==> src/rtl/multicycle_control_unit_pkg.sv <==
// Shared definitions for the multicycle control unit: FSM state encoding,
// RV32I major opcodes, ALU operation codes and writeback-source selects.
package multicycle_control_unit_pkg;

    typedef enum logic [3:0] {
        FETCH,
        DECODE,
        R_EXE,
        I_EXE,
        B_EXE,
        LU_EXE,
        AU_EXE,
        J_EXE,
        JL_EXE,
        S_EXE,
        S_MEM,
        L_EXE,
        L_MEM,
        L_WB,
        TRAP
    } state_e;

    localparam logic [6:0] OP_R  = 7'b0110011;
    localparam logic [6:0] OP_I  = 7'b0010011;
    localparam logic [6:0] OP_B  = 7'b1100011;
    localparam logic [6:0] OP_LU = 7'b0110111;
    localparam logic [6:0] OP_AU = 7'b0010111;
    localparam logic [6:0] OP_J  = 7'b1101111;
    localparam logic [6:0] OP_JL = 7'b1100111;
    localparam logic [6:0] OP_S  = 7'b0100011;
    localparam logic [6:0] OP_L  = 7'b0000011;

    localparam logic [3:0] ALU_ADD  = 4'b0000;
    localparam logic [3:0] ALU_SUB  = 4'b1000;
    localparam logic [3:0] ALU_SLL  = 4'b0001;
    localparam logic [3:0] ALU_SLT  = 4'b0010;
    localparam logic [3:0] ALU_SLTU = 4'b0011;
    localparam logic [3:0] ALU_XOR  = 4'b0100;
    localparam logic [3:0] ALU_SRL  = 4'b0101;
    localparam logic [3:0] ALU_SRA  = 4'b1101;
    localparam logic [3:0] ALU_OR   = 4'b0110;
    localparam logic [3:0] ALU_AND  = 4'b0111;

    localparam logic [2:0] RFWD_ALU    = 3'd0;
    localparam logic [2:0] RFWD_LOAD   = 3'd1;
    localparam logic [2:0] RFWD_IMM    = 3'd2;
    localparam logic [2:0] RFWD_PC_IMM = 3'd3;
    localparam logic [2:0] RFWD_PC_4   = 3'd4;

endpackage

==> src/rtl/multicycle_control_unit_alu_decoder.sv <==
// ALU operation decoder for the multicycle control unit.
// Ports:
//   state_i       current FSM state
//   funct3_i      instruction funct3 field
//   funct7_5_i    instruction bit 30 (funct7[5])
//   alu_control_o ALU operation / branch-compare select
module multicycle_control_unit_alu_decoder
    import multicycle_control_unit_pkg::*;
(
    input  state_e     state_i,
    input  logic [2:0] funct3_i,
    input  logic       funct7_5_i,
    output logic [3:0] alu_control_o
);

    always_comb begin
        alu_control_o = ALU_ADD;
        case (state_i)
            R_EXE:   alu_control_o = {funct7_5_i, funct3_i};
            // Bit 30 is part of the immediate for I-type, except for the
            // shift-right pair where it selects SRA over SRL.
            I_EXE:   alu_control_o = {(funct3_i == 3'b101) ? funct7_5_i : 1'b0, funct3_i};
            B_EXE:   alu_control_o = {1'b0, funct3_i};
            default: alu_control_o = ALU_ADD;
        endcase
    end

endmodule

==> src/rtl/multicycle_control_unit.sv <==
// Multicycle RV32I control unit: Moore FSM sequencing fetch, decode and
// per-class execute/memory/writeback steps.
// Ports:
//   clk, reset      system clock, asynchronous active-high reset
//   instrCode       current instruction word
//   regFileWe       register-file write enable
//   aluControl      ALU operation / branch-compare select
//   aluSrcMuxSel    ALU operand B: 0=rs2, 1=immediate
//   RFWDSrcMuxSel   writeback source: 0=ALU,1=load,2=imm,3=PC+imm,4=PC+4
//   branch/jal/jalr PC-source qualifiers
//   PCEn            PC load enable
//   busWe           data-bus write strobe
//   illegalInstr    unsupported-opcode flag
// Build option: CTRL_ILLEGAL_TRAP_EN routes unlisted opcodes to TRAP;
// otherwise they retire as a NOP.
//
// state  | meaning
// FETCH  | PC advances, instruction word becomes valid
// DECODE | opcode dispatch
// R_EXE  | reg-reg ALU op, writeback
// I_EXE  | reg-imm ALU op, writeback
// B_EXE  | branch compare
// LU_EXE | LUI writeback
// AU_EXE | AUIPC writeback
// J_EXE  | JAL target + link
// JL_EXE | JALR target + link
// S_EXE  | store address
// S_MEM  | store bus write
// L_EXE  | load address
// L_MEM  | load bus read
// L_WB   | load writeback
// TRAP   | illegal opcode, held until reset
module multicycle_control_unit
    import multicycle_control_unit_pkg::*;
(
    input  logic        clk,
    input  logic        reset,
    input  logic [31:0] instrCode,
    output logic        regFileWe,
    output logic [3:0]  aluControl,
    output logic        aluSrcMuxSel,
    output logic [2:0]  RFWDSrcMuxSel,
    output logic        branch,
    output logic        jal,
    output logic        jalr,
    output logic        PCEn,
    output logic        busWe,
    output logic        illegalInstr
);

    state_e state_q, state_d;

    logic [6:0] opcode;
    assign opcode = instrCode[6:0];

    logic unused_instr_bits;
    assign unused_instr_bits = ^{instrCode[31], instrCode[29:15], instrCode[11:7]};

    multicycle_control_unit_alu_decoder u_alu_decoder (
        .state_i       (state_q),
        .funct3_i      (instrCode[14:12]),
        .funct7_5_i    (instrCode[30]),
        .alu_control_o (aluControl)
    );

    always_ff @(posedge clk or posedge reset) begin
        if (reset) state_q <= FETCH;
        else       state_q <= state_d;
    end

    always_comb begin
        state_d       = state_q;
        regFileWe     = 1'b0;
        aluSrcMuxSel  = 1'b0;
        RFWDSrcMuxSel = RFWD_ALU;
        branch        = 1'b0;
        jal           = 1'b0;
        jalr          = 1'b0;
        PCEn          = 1'b0;
        busWe         = 1'b0;
        illegalInstr  = 1'b0;
        case (state_q)
            FETCH: begin
                PCEn    = 1'b1;
                state_d = DECODE;
            end
            DECODE: begin
                case (opcode)
                    OP_R:    state_d = R_EXE;
                    OP_I:    state_d = I_EXE;
                    OP_B:    state_d = B_EXE;
                    OP_LU:   state_d = LU_EXE;
                    OP_AU:   state_d = AU_EXE;
                    OP_J:    state_d = J_EXE;
                    OP_JL:   state_d = JL_EXE;
                    OP_S:    state_d = S_EXE;
                    OP_L:    state_d = L_EXE;
`ifdef CTRL_ILLEGAL_TRAP_EN
                    default: state_d = TRAP;
`else
                    default: state_d = FETCH;
`endif
                endcase
            end
            R_EXE: begin
                regFileWe = 1'b1;
                state_d   = FETCH;
            end
            I_EXE: begin
                regFileWe    = 1'b1;
                aluSrcMuxSel = 1'b1;
                state_d      = FETCH;
            end
            B_EXE: begin
                branch  = 1'b1;
                state_d = FETCH;
            end
            LU_EXE: begin
                regFileWe     = 1'b1;
                RFWDSrcMuxSel = RFWD_IMM;
                state_d       = FETCH;
            end
            AU_EXE: begin
                regFileWe     = 1'b1;
                RFWDSrcMuxSel = RFWD_PC_IMM;
                state_d       = FETCH;
            end
            J_EXE: begin
                jal           = 1'b1;
                regFileWe     = 1'b1;
                RFWDSrcMuxSel = RFWD_PC_4;
                state_d       = FETCH;
            end
            JL_EXE: begin
                jal           = 1'b1;
                jalr          = 1'b1;
                regFileWe     = 1'b1;
                RFWDSrcMuxSel = RFWD_PC_4;
                state_d       = FETCH;
            end
            S_EXE: begin
                aluSrcMuxSel = 1'b1;
                state_d      = S_MEM;
            end
            S_MEM: begin
                aluSrcMuxSel = 1'b1;
                busWe        = 1'b1;
                state_d      = FETCH;
            end
            L_EXE: begin
                aluSrcMuxSel = 1'b1;
                state_d      = L_MEM;
            end
            L_MEM: begin
                aluSrcMuxSel = 1'b1;
                state_d      = L_WB;
            end
            L_WB: begin
                aluSrcMuxSel  = 1'b1;
                regFileWe     = 1'b1;
                RFWDSrcMuxSel = RFWD_LOAD;
                state_d       = FETCH;
            end
            TRAP: begin
`ifdef CTRL_ILLEGAL_TRAP_EN
                illegalInstr = 1'b1;
                state_d      = TRAP;
`else
                state_d      = FETCH;
`endif
            end
            default: state_d = FETCH;
        endcase
    end

endmodule

==> config.mk <==
export PLATFORM = sky130hd
export DESIGN_NAME = multicycle_control_unit
export DESIGN_NICKNAME = d
export VERILOG_FILES = /design/src/rtl/multicycle_control_unit_pkg.sv /design/src/rtl/multicycle_control_unit_alu_decoder.sv /design/src/rtl/multicycle_control_unit.sv
export SDC_FILE = /design/constraint.sdc
export NUM_CORES = 1
export LEC_CHECK = 0
export CAP_MARGIN = 0
export CELL_PAD_IN_SITES_DETAIL_PLACEMENT = 1
export CELL_PAD_IN_SITES_GLOBAL_PLACEMENT = 1
export CORE_ASPECT_RATIO = 1.4
export CORE_MARGIN = 10
export CORE_UTILIZATION = 17
export DETAILED_ROUTE_END_ITERATION = 7
export PLACE_DENSITY_LB_ADDON = 0.1
export SETUP_SLACK_MARGIN = 0.4
export SLEW_MARGIN = 20
export SYNTH_ARGS = -nofsm -noshare
export SYNTH_HDL_FRONTEND = slang
export SYNTH_SLANG_ARGS = --single-unit
==> constraint.sdc <==
create_clock -name clk -period 1.3 [get_ports clk]
set_input_delay 0.195 -clock clk [delete_from_list [all_inputs] [get_ports clk]]
set_output_delay 0.195 -clock clk [all_outputs]
set_load 0.01 [all_outputs]
-- Word level (Yosys, flattened, before mapping)
Index checks and enable logic that the tools add are counted.
- add/sub/neg operators: 0
- multiply operators: 0
- div/mod/pow operators: 0
- order comparisons: 0
- eq/ne operators: 23
- shifts and indexed selects: 0
- multiplexer cells: 12
- bitwise gates (word level): 0
- reductions and logical operators: 4
- operators by type and width (operator ; number):
    4-bit one-hot mux with 9 select lines ; 1
    4-bit equality test (second input constant) ; 6
    7-bit by 6-bit equality test with 1-bit output (second input constant) ; 3
    7-bit equality test (second input constant) ; 3
    4-bit one-hot mux with 5 select lines ; 1
    4-bit by 3-bit equality test with 1-bit output (second input constant) ; 4
    7-bit by 5-bit equality test with 1-bit output (second input constant) ; 2
    3-bit one-hot mux with 4 select lines ; 1
    4-bit one-hot mux with 3 select lines ; 1
    4-bit by 2-bit equality test with 1-bit output (second input constant) ; 2
    1-bit 2-to-1 mux ; 8
    7-bit by 2-bit equality test with 1-bit output (second input constant) ; 1
    7-bit OR reduction ; 1
    6-bit OR reduction ; 1
    4-bit by 1-bit equality test with 1-bit output (second input constant) ; 1
    4-bit zero test ; 1
    3-bit equality test (second input constant) ; 1
    2-bit OR reduction ; 1
- bits in registers: 4
- latch bits: 0
- RAM bits: 0
- memory bits (read-only): 0
- output and inout port bits: 15
- memories kept: 0

-- Longest topological paths before layout
- word-level depth: 3
- gate-level depth with buffers: 5

-- By module
A second synthesis with hierarchy kept.
- cells, all modules: 78
- area total of the unflattened synthesis: 564.3 um^2
- modules (own cells, without submodules) (module ; times used ; cells an instance ; area an instance (um^2) ; sequential area each (um^2)):
    multicycle_control_unit ; 1 ; 70 ; 495.5 ; 100.1
    multicycle_control_unit_alu_decoder ; 1 ; 8 ; 68.8 ; 0.0

-- Worst setup path after synthesis
OpenSTA, ideal clock, no wires.
- path kind: register to output
- start: register state_q[0]
- end: output port aluControl[3]
- arrival time: 1.367 ns
- required time: 1.105 ns
- slack: -0.262 ns
- cell stages (with the launch flop): 4
- cells stage by stage: dfrtp_1 > buf_4 > clkbuf_1 > a2111oi_0
- word-level cells in the longest chain between the ends: 2
- elaborated cells on any way between the ends: 4
- RTL lines (element ; line ; source):
    start, declared ; multicycle_control_unit.sv:51 ; state_e state_q, state_d;
    start signal, assigned ; multicycle_control_unit.sv:68 ; else state_q <= state_d;
    4-bit by 3-bit equality test with 1-bit output or 4-bit by 2-bit equality test with 1-bit output (tied branches) ; multicycle_control_unit_alu_decoder.sv:18 ; case (state_i)
    4-bit one-hot mux with 3 select lines * ; multicycle_control_unit_alu_decoder.sv:18 ;
    end, declared ; multicycle_control_unit.sv:40 ; output logic [3:0] aluControl,
Every way passes the cells marked *; elsewhere a longest branch is shown, timed or not.

-- Worst setup path after layout
- start: register state_q[1]
- end: output port aluControl[0]
The elaborated chain is that of the path after synthesis.

==> Flow_metrics.wiki <==
{| class="wikitable"
! Metric !! Value
|-
| Avg Vias per Cell || 4.541
|-
| R2R depth || 5
|-
| Count of max-cap constraint violations || 0
|-
| WL final || 2654 um
|-
| Violated checks || setup timing
|-
| Top cell type's share of synthesized area || 0.1839
|-
| Number of H-tree levels || 1
|-
| Clk Latency, worst-skew pair || 0.23 ns
|-
| Setup repair after global routing missed its margin || true
|-
| Filler cells || 376
|-
| Adder-cell share of the synthesized area || 0
|-
| Clk Tree Root Cell || clkbuf_8
|-
| Crit Path Max Fanout || 4
|-
| Critical path launch point type || flip-flop
|-
| Worst r2r dst || state_q[0]$_DFF_PP0_
|-
| Register-to-register setup slack || -0.31 ns
|-
| Share of the synthesized area in compound gates (AO/OA/AOI/OAI) || 0.2736
|-
| Simple-gate share of the synthesized area || 0.4069
|-
| Vias in the first global route || 915
|-
| Max reg flops || 4
|-
| Async set-reset flop share out of synthesis || 1.000
|-
| Leading cell types by total area after synthesis || dfrtp_1 (18%), nor2_1 (6.9%), nand2_1 (5.5%)
|-
| Global-route usage over all layers || 0.09114
|-
| First-pass GRT wire length || 4222 um
|-
| Floorplan die area || 5897 sq um
|-
| Fraction of layout cells with a size suffix above 1 || 0.6644
|-
| Antenna violations before repair || 0
|-
| TritonCTS clock tree || done
|-
| Total clock buffers created by CTS || 3
|-
| Routability-driven placement congestion ratio || 0.6843
|-
| Outcome || finished, violations left
|-
| Area growth, synth to finish || 164.6%
|-
| Final-stage net count || approximately 180
|-
| Buffer depth of the longest clock path || 2
|-
| Data arrival time at the worst-slack endpoint || 1.48 ns
|-
| Synthesized netlist cell count || 81
|-
| Final number of max-transition violations || 0
|-
| Number of top-level pins || 49
|-
| Sinks on Clock Net || 4
|-
| Flop pwr share || 0.133
|-
| Post-detailed-route wirelength per cell || 14.35 um
|-
| YS warnings || 0
|-
| Starting Density || 0.1760
|-
| Number of optimization iterations in the first detailed-route pass || 3
|-
| Power density over cell area || 1007 nW/um^2
|-
| Sum Neg Setup Slack || -4.508 ns
|-
| Sequential fraction of the synthesis area || 0.1839
|-
| Primary flip-flop cell chosen by synthesis mapping || dfrtp_1
|-
| Worst r2r src || state_q[2]$_DFF_PP0_
|-
| Number of routed nets with antenna violations || 0
|-
| Number of synthesized flops with an enable pin || 0
|-
| Clock skew || 0.004050 ns
|-
| IR drop worst, VDD || 0.5256 mV
|-
| Min setup slack post-route || -0.3751 ns
|-
| Die span in x || 67.82 um
|-
| Post-Synthesis Net Count || 115
|-
| Logic gate share of total power || 0.678
|-
| Dominant combinational cell family by area after synthesis || simple AND/OR/NAND/NOR gates
|-
| Summed instance area of the synthesized netlist || 544.3 sq um
|-
| Placeable core region || 3093 sq um
|-
| Violation count after the first detailed-route iteration || 5
|-
| Distinct cell type count of the synthesized netlist || 35
|-
| Number of diodes || 0
|-
| Relative contribution of the clock network to total power || 0.189
|-
| Internal || 0.9395 mW
|-
| Ratio of final minimum period to clock period || 1.289
|-
| Core Util, Final || 0.4656
|-
| Vias post-DR || 840
|-
| Library cell occupying the most area in the post-synthesis netlist || dfrtp_1
|-
| Synthesis-stage register bit count || 4
|-
| Post-layout min period || 1.675 ns
|-
| CP required || 1.11 ns
|-
| Share of cell area taken by muxes after synthesis || 0
|-
| Largest net degree at the start of global routing || 8
|-
| Post-detail-place hpwl || between 1500 and 2000 um
|-
| Critical setup path kind || flip-flop to output pin
|-
| Number of hold violations in the final report || 0
|-
| Category of the worst setup path capture point || output pin
|-
| Cell Rows || 24
|-
| Vert. Die Dim || 86.95 um
|-
| Total DRC errors in the routed layout || 0
|-
| Number of buffer cells added on primary ports || 26
|-
| Class of the tightest hold or removal check || input pin to async pin
|-
| Max Clock Freq || 0.5970 GHz
|-
| Setup violators final || 18
|-
| Proportion of total power due to net switching || 0.3524
|-
| Clock slew at the register clock pins of the worst setup and hold paths || 0.03 ns
|-
| Register name with the most flops || state_q
|-
| Psw || 0.5113 mW
|-
| Post-synthesis share of cell area spent on xor and xnor gates || 0.01609
|-
| Leak || 0.6130 nW
|-
| Avg Inst Size Synth || 6.719 sq um
|-
| Sum of overflow across all layers after global routing || 0
|-
| Largest registers || state_q (4)
|}
synthesized netlist by cell type (all sizes together) (2+ instances only):
cell / number
dfrtp: 4
a2111oi: 2
nor2b: 2
and2: 4
nand3b: 2
o21ai: 7
nor3: 2
nand2b: 3
nand3: 3
nand2: 8
nor2: 10
clkbuf: 4
buf: 5
inv: 2
nor4: 3
a21oi: 5
how the worst max path moves through the flow:
| stage | cells after the start | to | start |
|---|---|---|---|
| after floorplan | 4 | state_q[0]$_DFF_PP0_ | state_q[1]$_DFF_PP0_ |
| after global placement | 4 | aluControl[3] | instrCode[13] |
| after detailed placement | 4 | aluControl[3] | instrCode[13] |
| after CTS | 7 | aluControl[0] | state_q[1]$_DFF_PP0_ |
| after global routing | 7 | aluControl[0] | state_q[1]$_DFF_PP0_ |
| final | 7 | aluControl[0] | state_q[1]$_DFF_PP0_ |
power groups by stage:
stage | Clock (mW) | Sequential, mW | Combinational, mW
finish | 0.274 | 0.193 | 0.983
global route | 0.291 | 0.197 | 1.05
CTS | 0.281 | 0.197 | 0.879
detailed placement | 0 | 0.170 | 0.608
global placement | 0 | 0.170 | 0.601
floorplan | 0 | 0.156 | 0.344
metrics by stage:
stage,cell area (sq um),hold WS (ns),setup WS (ns),power (mW),cells
5_1_grt,1440,0.1570,-0.4401,1.538,185
6_report,1440,0.1420,-0.3751,1.451,185
4_1_cts,1360,0.1430,-0.3627,1.357,181
3_3_place_gp,1081,0.3781,-0.6254,0.7719,165
2_1_floorplan,634.4,-0.03892,-0.03885,0.5001,81
3_5_place_dp,1081,0.3905,-0.6590,0.7781,165
metal layers:
metal / wire [um] / share of wire / track usage / up-vias
li1: - / - / - / 422
met1: 893 / 0.34 / 0.08400 / 395
met2: 1539 / 0.58 / 0.1791 / 19
met3: 152 / 0.057 / 0.01675 / 4
met4: 68 / 0.026 / 0.04404 / 0
met5: 0 / 0 / 0 / -
cells by family after synthesis:
family	Yosys count
AOI/OAI and AO/OA	23
DFF	4
other	1
xor gates and xnor gates	1
and+or+nand+nor	41
buffers and inverters	11
what timing repair did:
item,in CTS,in global routing
hold endpoints to repair,0,0
resized for setup,103,12
setup endpoints to repair,18,18
gates cloned,1,0
hold buffers,0,0
setup buffers,12,4
pin swaps,15,11
worst max-delay path, stage by stage, from the launching register on:
cell and delay [ns]:
dfrtp_2 0.44, nor2b_4 0.15, a21oi_2 0.12, nor2_2 0.07, buf_4 0.13, buf_6 0.10, and2_4 0.13, buf_6 0.11
cells in the final DEF (no fill, tap or decap), types with 2 or more instances in the layout:
master / n
o21ai_1: 2
a21oi_1: 3
nor2_4: 3
buf_8: 3
nor2_2: 3
and2_4: 3
buf_12: 2
nor2_1: 4
o21ai_2: 3
nand2_1: 7
inv_1: 2
nand3b_1: 2
buf_6: 19
dfrtp_2: 4
clkdlybuf4s50_1: 12
buf_4: 26
buf_2: 8
a21oi_2: 2
nand2b_2: 2
o21ai_0: 2
nand3_1: 2
clkbuf_8: 3
area by class of cell:
type | instances | area [sq um] | area share
Timing Repair Buffer | 71 | 681.9 | 0.4735
Clock buffer | 3 | 41.29 | 0.02867
Tap cell | 39 | 48.80 | 0.03388
Sequential cell | 4 | 105.1 | 0.07298
Multi-Input combinational cell | 66 | 555.5 | 0.3858
Inverter | 2 | 7.507 | 0.005213
Power figures use the tool's default switching activity.
